File: config.mk
export PLATFORM = sky130hd
export DESIGN_NAME = grid_cursor_ctrl_flat
export DESIGN_NICKNAME = d
export VERILOG_FILES = /design/src/rtl/grid_cursor_ctrl_if.sv /design/src/rtl/grid_cursor_ctrl.sv /design/src/flat_wrapper.sv
export SDC_FILE = /design/constraint.sdc
export NUM_CORES = 1
export LEC_CHECK = 0
export ABC_CLOCK_PERIOD_IN_PS = 5200
export BUFFER_PORTS_ARGS = -buffer_cell sky130_fd_sc_hd__buf_2
export CAP_MARGIN = 20
export CORE_MARGIN = 1.5
export CORE_UTILIZATION = 30
export DETAILED_ROUTE_END_ITERATION = 8
export HOLD_SLACK_MARGIN = 0.15
export PLACE_DENSITY = 0.43
export SLEW_MARGIN = 20
export SYNTH_ARGS = -nofsm -noshare
export SYNTH_HDL_FRONTEND = slang
export SYNTH_SLANG_ARGS = --single-unit
File: constraint.sdc
create_clock -name CLOCK_50 -period 5.2 [get_ports CLOCK_50]
set_input_delay 0.52 -clock CLOCK_50 [delete_from_list [all_inputs] [get_ports CLOCK_50]]
set_output_delay 0.52 -clock CLOCK_50 [all_outputs]
set_load 0.05 [all_outputs]
File: src/rtl/grid_cursor_ctrl_if.sv
// Display-side drawing handshake for the step-sequencer grid.
//   X, Y          cursor cell pixel origin
//   OLD_X, OLD_Y  pixel origin of the cell to repaint
//   state         grid value of the repainted cell (1 = active)
//   draw_enable   one-cycle draw request to the display stage
//   drawing       display busy flag, driven by the display stage
// master = command stage (grid_cursor_ctrl), slave = display stage.
interface grid_cursor_ctrl_if;
   logic [9:0] X;
   logic [8:0] Y;
   logic [9:0] OLD_X;
   logic [8:0] OLD_Y;
   logic       state;
   logic       draw_enable;
   logic       drawing;

   modport master (
      output X, Y, OLD_X, OLD_Y, state, draw_enable,
      input  drawing
   );

   modport slave (
      input  X, Y, OLD_X, OLD_Y, state, draw_enable,
      output drawing
   );
endinterface

File: src/rtl/grid_cursor_ctrl.sv
// Command stage for the step-sequencer grid display.
// Holds the NxN step grid and the cursor, executes move/toggle pulses, presents the
// cursor and repaint coordinates to the display and waits for each draw to finish.
//   CLOCK_50, nReset    clock, asynchronous active-low reset
//   btn_*               one-cycle command pulses (priority toggle > up > down > left > right)
//   disp                drawing handshake (master side)
//   col_sel, col_bits   combinational column read for playback (bit r = row r)
//   busy                high whenever the FSM is not idle
//   cmd_dropped         one-cycle pulse when a command is discarded
module grid_cursor_ctrl #(
   parameter int unsigned X0      = 214,
   parameter int unsigned Y0      = 32,
   parameter int unsigned PITCH   = 33,
   parameter int unsigned N       = 12,
   parameter int unsigned SETTLE  = 4,
   parameter int unsigned TIMEOUT = 1023
) (
   input  logic                CLOCK_50,
   input  logic                nReset,
   input  logic                btn_up,
   input  logic                btn_down,
   input  logic                btn_left,
   input  logic                btn_right,
   input  logic                btn_toggle,
   grid_cursor_ctrl_if.master  disp,
   input  logic [3:0]          col_sel,
   output logic [N-1:0]        col_bits,
   output logic                busy,
   output logic                cmd_dropped
);

   typedef enum logic [2:0] {StInitWait, StIdle, StIssue, StWaitStart, StWaitDone} fsm_e;
   typedef enum logic [2:0] {CmdNone, CmdToggle, CmdUp, CmdDown, CmdLeft, CmdRight} cmd_e;

   localparam logic [3:0] NLast       = 4'(N - 1);
   localparam logic [9:0] TimeoutLast = 10'(TIMEOUT - 1);
   localparam logic [9:0] SettleLast  = 10'(SETTLE - 1);

   function automatic logic [9:0] px(input logic [3:0] c);
      return 10'(X0 + PITCH * c);
   endfunction

   function automatic logic [8:0] py(input logic [3:0] r);
      return 9'(Y0 + PITCH * r);
   endfunction

   fsm_e                 fsm_q, fsm_d;
   logic [9:0]           cnt_q, cnt_d;
   logic                 pend_valid_q, pend_valid_d;
   cmd_e                 pend_q, pend_d;
   logic                 drop_q, drop_d;
   logic [3:0]           col_q, col_d, row_q, row_d;
   logic [N-1:0][N-1:0]  grid_q, grid_d;  // grid_q[col][row]
   logic [9:0]           x_q, x_d, old_x_q, old_x_d;
   logic [8:0]           y_q, y_d, old_y_q, old_y_d;
   logic                 st_q, st_d;
   cmd_e                 cmd_new, exec;

   always_comb begin
      if (btn_toggle)     cmd_new = CmdToggle;
      else if (btn_up)    cmd_new = CmdUp;
      else if (btn_down)  cmd_new = CmdDown;
      else if (btn_left)  cmd_new = CmdLeft;
      else if (btn_right) cmd_new = CmdRight;
      else                cmd_new = CmdNone;
   end

   always_comb begin
      fsm_d        = fsm_q;
      cnt_d        = cnt_q;
      pend_valid_d = pend_valid_q;
      pend_d       = pend_q;
      drop_d       = 1'b0;
      col_d        = col_q;
      row_d        = row_q;
      grid_d       = grid_q;
      x_d          = x_q;
      y_d          = y_q;
      old_x_d      = old_x_q;
      old_y_d      = old_y_q;
      st_d         = st_q;
      exec         = CmdNone;

      unique case (fsm_q)
         // Power-up wait behaves like a draw wait: rise of drawing, then settle.
         StInitWait, StWaitStart: begin
            if (disp.drawing) begin
               fsm_d = StWaitDone;
               cnt_d = '0;
            end else if (cnt_q == TimeoutLast) begin
               fsm_d = StIdle;
               cnt_d = '0;
            end else begin
               cnt_d = cnt_q + 10'd1;
            end
         end
         StIdle: begin
            if (pend_valid_q) begin
               exec = pend_q;
               if (cmd_new != CmdNone) pend_d = cmd_new;
               else                    pend_valid_d = 1'b0;
            end else begin
               exec = cmd_new;
            end
            if (exec != CmdNone) fsm_d = StIssue;
         end
         StIssue: begin
            fsm_d = StWaitStart;
            cnt_d = '0;
         end
         // Consecutive-zero count so the short gap between box and cursor phases is ignored.
         StWaitDone: begin
            if (disp.drawing) begin
               cnt_d = '0;
            end else if (cnt_q == SettleLast) begin
               fsm_d = StIdle;
               cnt_d = '0;
            end else begin
               cnt_d = cnt_q + 10'd1;
            end
         end
         default: fsm_d = StIdle;
      endcase

      if (fsm_q != StIdle && cmd_new != CmdNone) begin
         if (!pend_valid_q) begin
            pend_valid_d = 1'b1;
            pend_d       = cmd_new;
         end else begin
            drop_d = 1'b1;
         end
      end

      case (exec)
         CmdToggle: begin
            grid_d[col_q][row_q] = ~grid_q[col_q][row_q];
            old_x_d              = x_q;
            old_y_d              = y_q;
            st_d                 = ~grid_q[col_q][row_q];
         end
         CmdUp, CmdDown, CmdLeft, CmdRight: begin
            if (exec == CmdUp)    row_d = (row_q == 4'd0) ? NLast : row_q - 4'd1;
            if (exec == CmdDown)  row_d = (row_q == NLast) ? 4'd0 : row_q + 4'd1;
            if (exec == CmdLeft)  col_d = (col_q == 4'd0) ? NLast : col_q - 4'd1;
            if (exec == CmdRight) col_d = (col_q == NLast) ? 4'd0 : col_q + 4'd1;
            old_x_d = x_q;
            old_y_d = y_q;
            st_d    = grid_q[col_q][row_q];
            x_d     = px(col_d);
            y_d     = py(row_d);
         end
         default: ;
      endcase
   end

   always_ff @(posedge CLOCK_50 or negedge nReset) begin
      if (!nReset) begin
         fsm_q        <= StInitWait;
         cnt_q        <= '0;
         pend_valid_q <= 1'b0;
         pend_q       <= CmdNone;
         drop_q       <= 1'b0;
         col_q        <= '0;
         row_q        <= '0;
         grid_q       <= '0;
         x_q          <= px(4'd0);
         y_q          <= py(4'd0);
         old_x_q      <= px(4'd0);
         old_y_q      <= py(4'd0);
         st_q         <= 1'b0;
      end else begin
         fsm_q        <= fsm_d;
         cnt_q        <= cnt_d;
         pend_valid_q <= pend_valid_d;
         pend_q       <= pend_d;
         drop_q       <= drop_d;
         col_q        <= col_d;
         row_q        <= row_d;
         grid_q       <= grid_d;
         x_q          <= x_d;
         y_q          <= y_d;
         old_x_q      <= old_x_d;
         old_y_q      <= old_y_d;
         st_q         <= st_d;
      end
   end

   assign disp.X           = x_q;
   assign disp.Y           = y_q;
   assign disp.OLD_X       = old_x_q;
   assign disp.OLD_Y       = old_y_q;
   assign disp.state       = st_q;
   assign disp.draw_enable = (fsm_q == StIssue);
   assign busy             = (fsm_q != StIdle);
   assign cmd_dropped      = drop_q;
   assign col_bits         = (col_sel <= NLast) ? grid_q[col_sel] : '0;

endmodule

File: src/flat_wrapper.sv
// flat-port wrapper written by rule: the top's interface ports become plain ports
module grid_cursor_ctrl_flat 
#(
   parameter int unsigned X0      = 214,
   parameter int unsigned Y0      = 32,
   parameter int unsigned PITCH   = 33,
   parameter int unsigned N       = 12,
   parameter int unsigned SETTLE  = 4,
   parameter int unsigned TIMEOUT = 1023
)
  (CLOCK_50, nReset, btn_up, btn_down, btn_left, btn_right, btn_toggle, col_sel, col_bits, busy, cmd_dropped, disp_X, disp_Y, disp_OLD_X, disp_OLD_Y, disp_state, disp_draw_enable, disp_drawing);
  grid_cursor_ctrl_if disp_i ();
  input  logic CLOCK_50;
  input  logic nReset;
  input  logic btn_up;
  input  logic btn_down;
  input  logic btn_left;
  input  logic btn_right;
  input  logic btn_toggle;
  input  logic [3:0] col_sel;
  output logic [N-1:0] col_bits;
  output logic busy;
  output logic cmd_dropped;
  output wire logic [$bits(disp_i.X)-1:0] disp_X;
  output wire logic [$bits(disp_i.Y)-1:0] disp_Y;
  output wire logic [$bits(disp_i.OLD_X)-1:0] disp_OLD_X;
  output wire logic [$bits(disp_i.OLD_Y)-1:0] disp_OLD_Y;
  output wire logic [$bits(disp_i.state)-1:0] disp_state;
  output wire logic [$bits(disp_i.draw_enable)-1:0] disp_draw_enable;
  input wire logic [$bits(disp_i.drawing)-1:0] disp_drawing;
  assign disp_X = disp_i.X;
  assign disp_Y = disp_i.Y;
  assign disp_OLD_X = disp_i.OLD_X;
  assign disp_OLD_Y = disp_i.OLD_Y;
  assign disp_state = disp_i.state;
  assign disp_draw_enable = disp_i.draw_enable;
  assign disp_i.drawing = disp_drawing;
  grid_cursor_ctrl #(.X0(X0), .Y0(Y0), .PITCH(PITCH), .N(N), .SETTLE(SETTLE), .TIMEOUT(TIMEOUT)) u_core (.CLOCK_50(CLOCK_50), .nReset(nReset), .btn_up(btn_up), .btn_down(btn_down), .btn_left(btn_left), .btn_right(btn_right), .btn_toggle(btn_toggle), .disp(disp_i), .col_sel(col_sel), .col_bits(col_bits), .busy(busy), .cmd_dropped(cmd_dropped));
endmodule
==> results.ini <==
[pwr]
power_w = 0.00668
ir_worst_vdd_uv = 408
total_leakage_power_nw = 5.37
power_density_mw_per_mm2 = 514

[finish]
diodes = 0
final_layout_size_suffix_gt1_share_pct = 26.2
finalNetCount = 1093
syn2layout_area_growth_pct = 13.4

[route]
first_iter_violations = 622
wl_per_cell_um = 21.9
wl_um = 34900
drcViolationCount = 0
firstDrtPassIters = 5
dr_total_vias = 8480
ant_nets = 0
via_per_inst = 5.32

[timing]
fmax_ghz = 0.273
worst_pin_slew_ns = 1.14
rsz0062_at_grt = no
hold_violations = 0
setup_viol_count_final = 0
timing.final.crit_period_ns = 3.67
fin_hold_ws_ns = 0.283
period_share_pct = 70.5
fin_setup_tns_ns = 0
max_slew_margin_pct = 23.8
clock_skew_ns = 0.0155
slew_viol_final = 0

[worst_hold_path]
hold_class = primary input to flip-flop
whs_endpoint = u_core.fsm_q[2]
hold_depth = 3
min_from = disp_drawing

[floorplanning]
dieWidth_um = 198
start_util_pct = 30.5
row_count = 71
core_area_mm2 = 0.0376
dieArea_mm2 = 0.0394
io_pins = 66
die_y_um = 198

[grt]
antenna_found_initial = 1
grt_max_degree = 115
grt_pass1_vias = 8413
grt_pass1_wl_um = 54000
track_usage_pct = 18.2
gr-total-overflow = 0

[placement]
io_buffer_count = 63
dp_hpwl_um = 21600
gp_congestion = 0.765

[clock_tree]
tritoncts = done
htreeDepth = 1
clk_latency_ns = 0.54
path_clk_slew_ns = 0.06
ctsResizeCount = 0
root_buffer = clkbuf_16
cts_max_path_buffers = 3
cts.sinks = 202
cts_setup_buffers = 0
cts_inserted_buffers = 25

[setup_path]
start_kind = flip-flop
setup.reg_to_reg.worst_slack_ns = 1.53
r2r-start = u_core.col_q[1]
crit_type = flip-flop to flip-flop
cp_max_fo = 51
worstSetupStartpoint = u_core.col_q[1]
critPathArrivalTime_ns = 4.04
cp_top_family = buffers and inverters
slowest_delay_ns = 0.94
cpMostUsedCell = buf_4
critical_path.cell_chain = buf_4 -> mux4_2 -> mux2i_1 -> o21ai_1 -> a211oi_2 -> o211ai_4 -> buf_4 -> buf_4 -> o31ai_1
rr_endpoint = u_core.grid_q[128]
reg2reg_depth = 9
crit_required_ns = 5.58
endpoint_kind = flip-flop
cpMaxStageDelayCell = dfrtp_2
critPathBufInv = 3

[synthesis]
async_flop_share_pct = 100
ys_ff_latch = 202
avgSynthCellArea_um2 = 10.8
synth_edf_count = 0
netlist_area_mm2 = 0.0115
yosys_warnings = 0
netlist_instances = 1057
synth_cell_type_count = 55
synth-seq-area-share_pct = 44.3
synthFlopType = dfrtp_1

[flow_run]
drv_cap = 0

[status]
status = finished, final reports clean

how the worst max path moves through the flow:
stage	to	slack, ns	depth (start not counted)
floorplan	col_bits[10]	1.98	5
global placement	u_core.disp.OLD_X[8]	1.47	7
detailed placement	u_core.disp.X[8]	1.49	12
CTS	u_core.grid_q[9]	1.50	9
global route	u_core.grid_q[32]	1.28	9
finish	u_core.grid_q[128]	1.53	9
sequential cells by signal (all words and copies together) (netlist names):
name	flops
u_core.grid_q	144
u_core.cnt_q	10
u_core.disp.OLD_X	10
u_core.disp.X	9
u_core.disp.OLD_Y	8
u_core.disp.Y	5
u_core.col_q	4
u_core.fsm_q	3
u_core.pend_q	3
u_core.row_q	3
u_core.cmd_dropped	1
u_core.disp.state	1
u_core.pend_valid_q	1
cell usage in the layout, fill, tap and decap left out, types with 6 or more instances in the layout:
cell type  count
a21oi_1       30
or3_1          7
clkbuf_16     25
buf_4         16
buf_2         62
mux2i_1       21
nor2b_1        6
o21ai_0      135
clkbuf_1      10
nand2_1       77
mux4_2        70
dfrtp_1      188
o31ai_1       99
nand2b_1       7
mux2_2        63
o31ai_2        7
ha_1          17
a22oi_1        9
xnor2_1       12
inv_1         16
nand3_1       20
dfstp_2       12
nor2_1        90
a31oi_1        6
metal layers:
layer  track usage (%)  vias to the layer above  wire length [µm]
met1              27.3                     4294             17100
met5                 0                        -                 0
met3              2.71                       36              1660
met2              27.8                      201             15500
met4              3.59                        0               626
li1                  -                     3949                 -
what timing repair did:
item,CTS,global route
endpoints found under the hold margin,82,0
setup endpoints to repair,0,0
hold buffers,1,0
Yosys cell counts, types with 4 or more instances:
cell type	n	area share, %
dfrtp_1	190	42
o21ai_0	135	5.9
o31ai_1	100	6.6
nor2_1	90	3.0
nand2_1	78	2.6
clkbuf_1	77	2.5
mux4_2	70	14
mux2_2	63	6.2
a21oi_1	31	1.4
mux2i_1	21	1.8
nand3_1	21	0.92
ha_1	17	1.9
inv_1	16	0.52
buf_2	14	0.61
dfstp_2	12	2.8
xnor2_1	12	0.92
a22oi_1	9	0.59
nand2b_1	7	0.38
nor2b_1	7	0.38
or3_1	7	0.38
a31oi_1	6	0.33
o31ai_2	6	0.66
buf_4	5	0.33
xor2_1	5	0.38
and3_1	4	0.22
buf_1	4	0.13
nor3_1	4	0.17
o211ai_1	4	0.26
worst min-delay path, delay by kind of cell:
| kind | cells | cell delay [ns] |
|---|---|---|
| buffers and inverters | 1 | 0.13 |
| AO/OA/AOI/OAI | 1 | 0.07 |
| AND/OR/NAND/NOR | 1 | 0.05 |
final cells by class:
cell class	count	area, µm²
clock inverters	7	110
inverters	16	60.1
multi-input cells	737	5910
well taps	511	639
repair buffers	82	494
clock buffers	38	704
fillers	3779	24600
flip-flops and latches	202	5070
where the power goes:
group | switching, W | total (W) | internal [W] | leakage [nW]
Sequential | 0.000342 | 0.00218 | 0.00184 | 2.71
Clock | 0.000697 | 0.00177 | 0.00108 | 0.399
Combinational | 0.00194 | 0.00272 | 0.000781 | 2.26
metrics by stage:
stage	cells	cell area (µm²)	util [%]	setup WS, ns
6_report	1593	13000	34.6	1.53
5_1_grt	1593	13000	34.6	1.28
4_1_cts	1593	13000	34.5	1.50
3_5_place_dp	1547	12200	32.3	1.49
3_3_place_gp	1546	12100	32.3	1.47
2_1_floorplan	1058	11500	-	1.98
logic make-up (layout without fill, tap and decap cells):
family	count (synthesis)	count (layout)	share of synthesized area, %
AOI/OAI and AO/OA	310	310	17.2
adders and majority gates	17	17	1.86
DFF	202	202	44.3
muxes	155	155	21.9
xor gates and xnor gates	17	17	1.30
and+or+nand+nor	236	236	9.01
buffers and inverters	119	143	4.41
other	1	2	0.0327
Power figures use the tool's default switching activity.
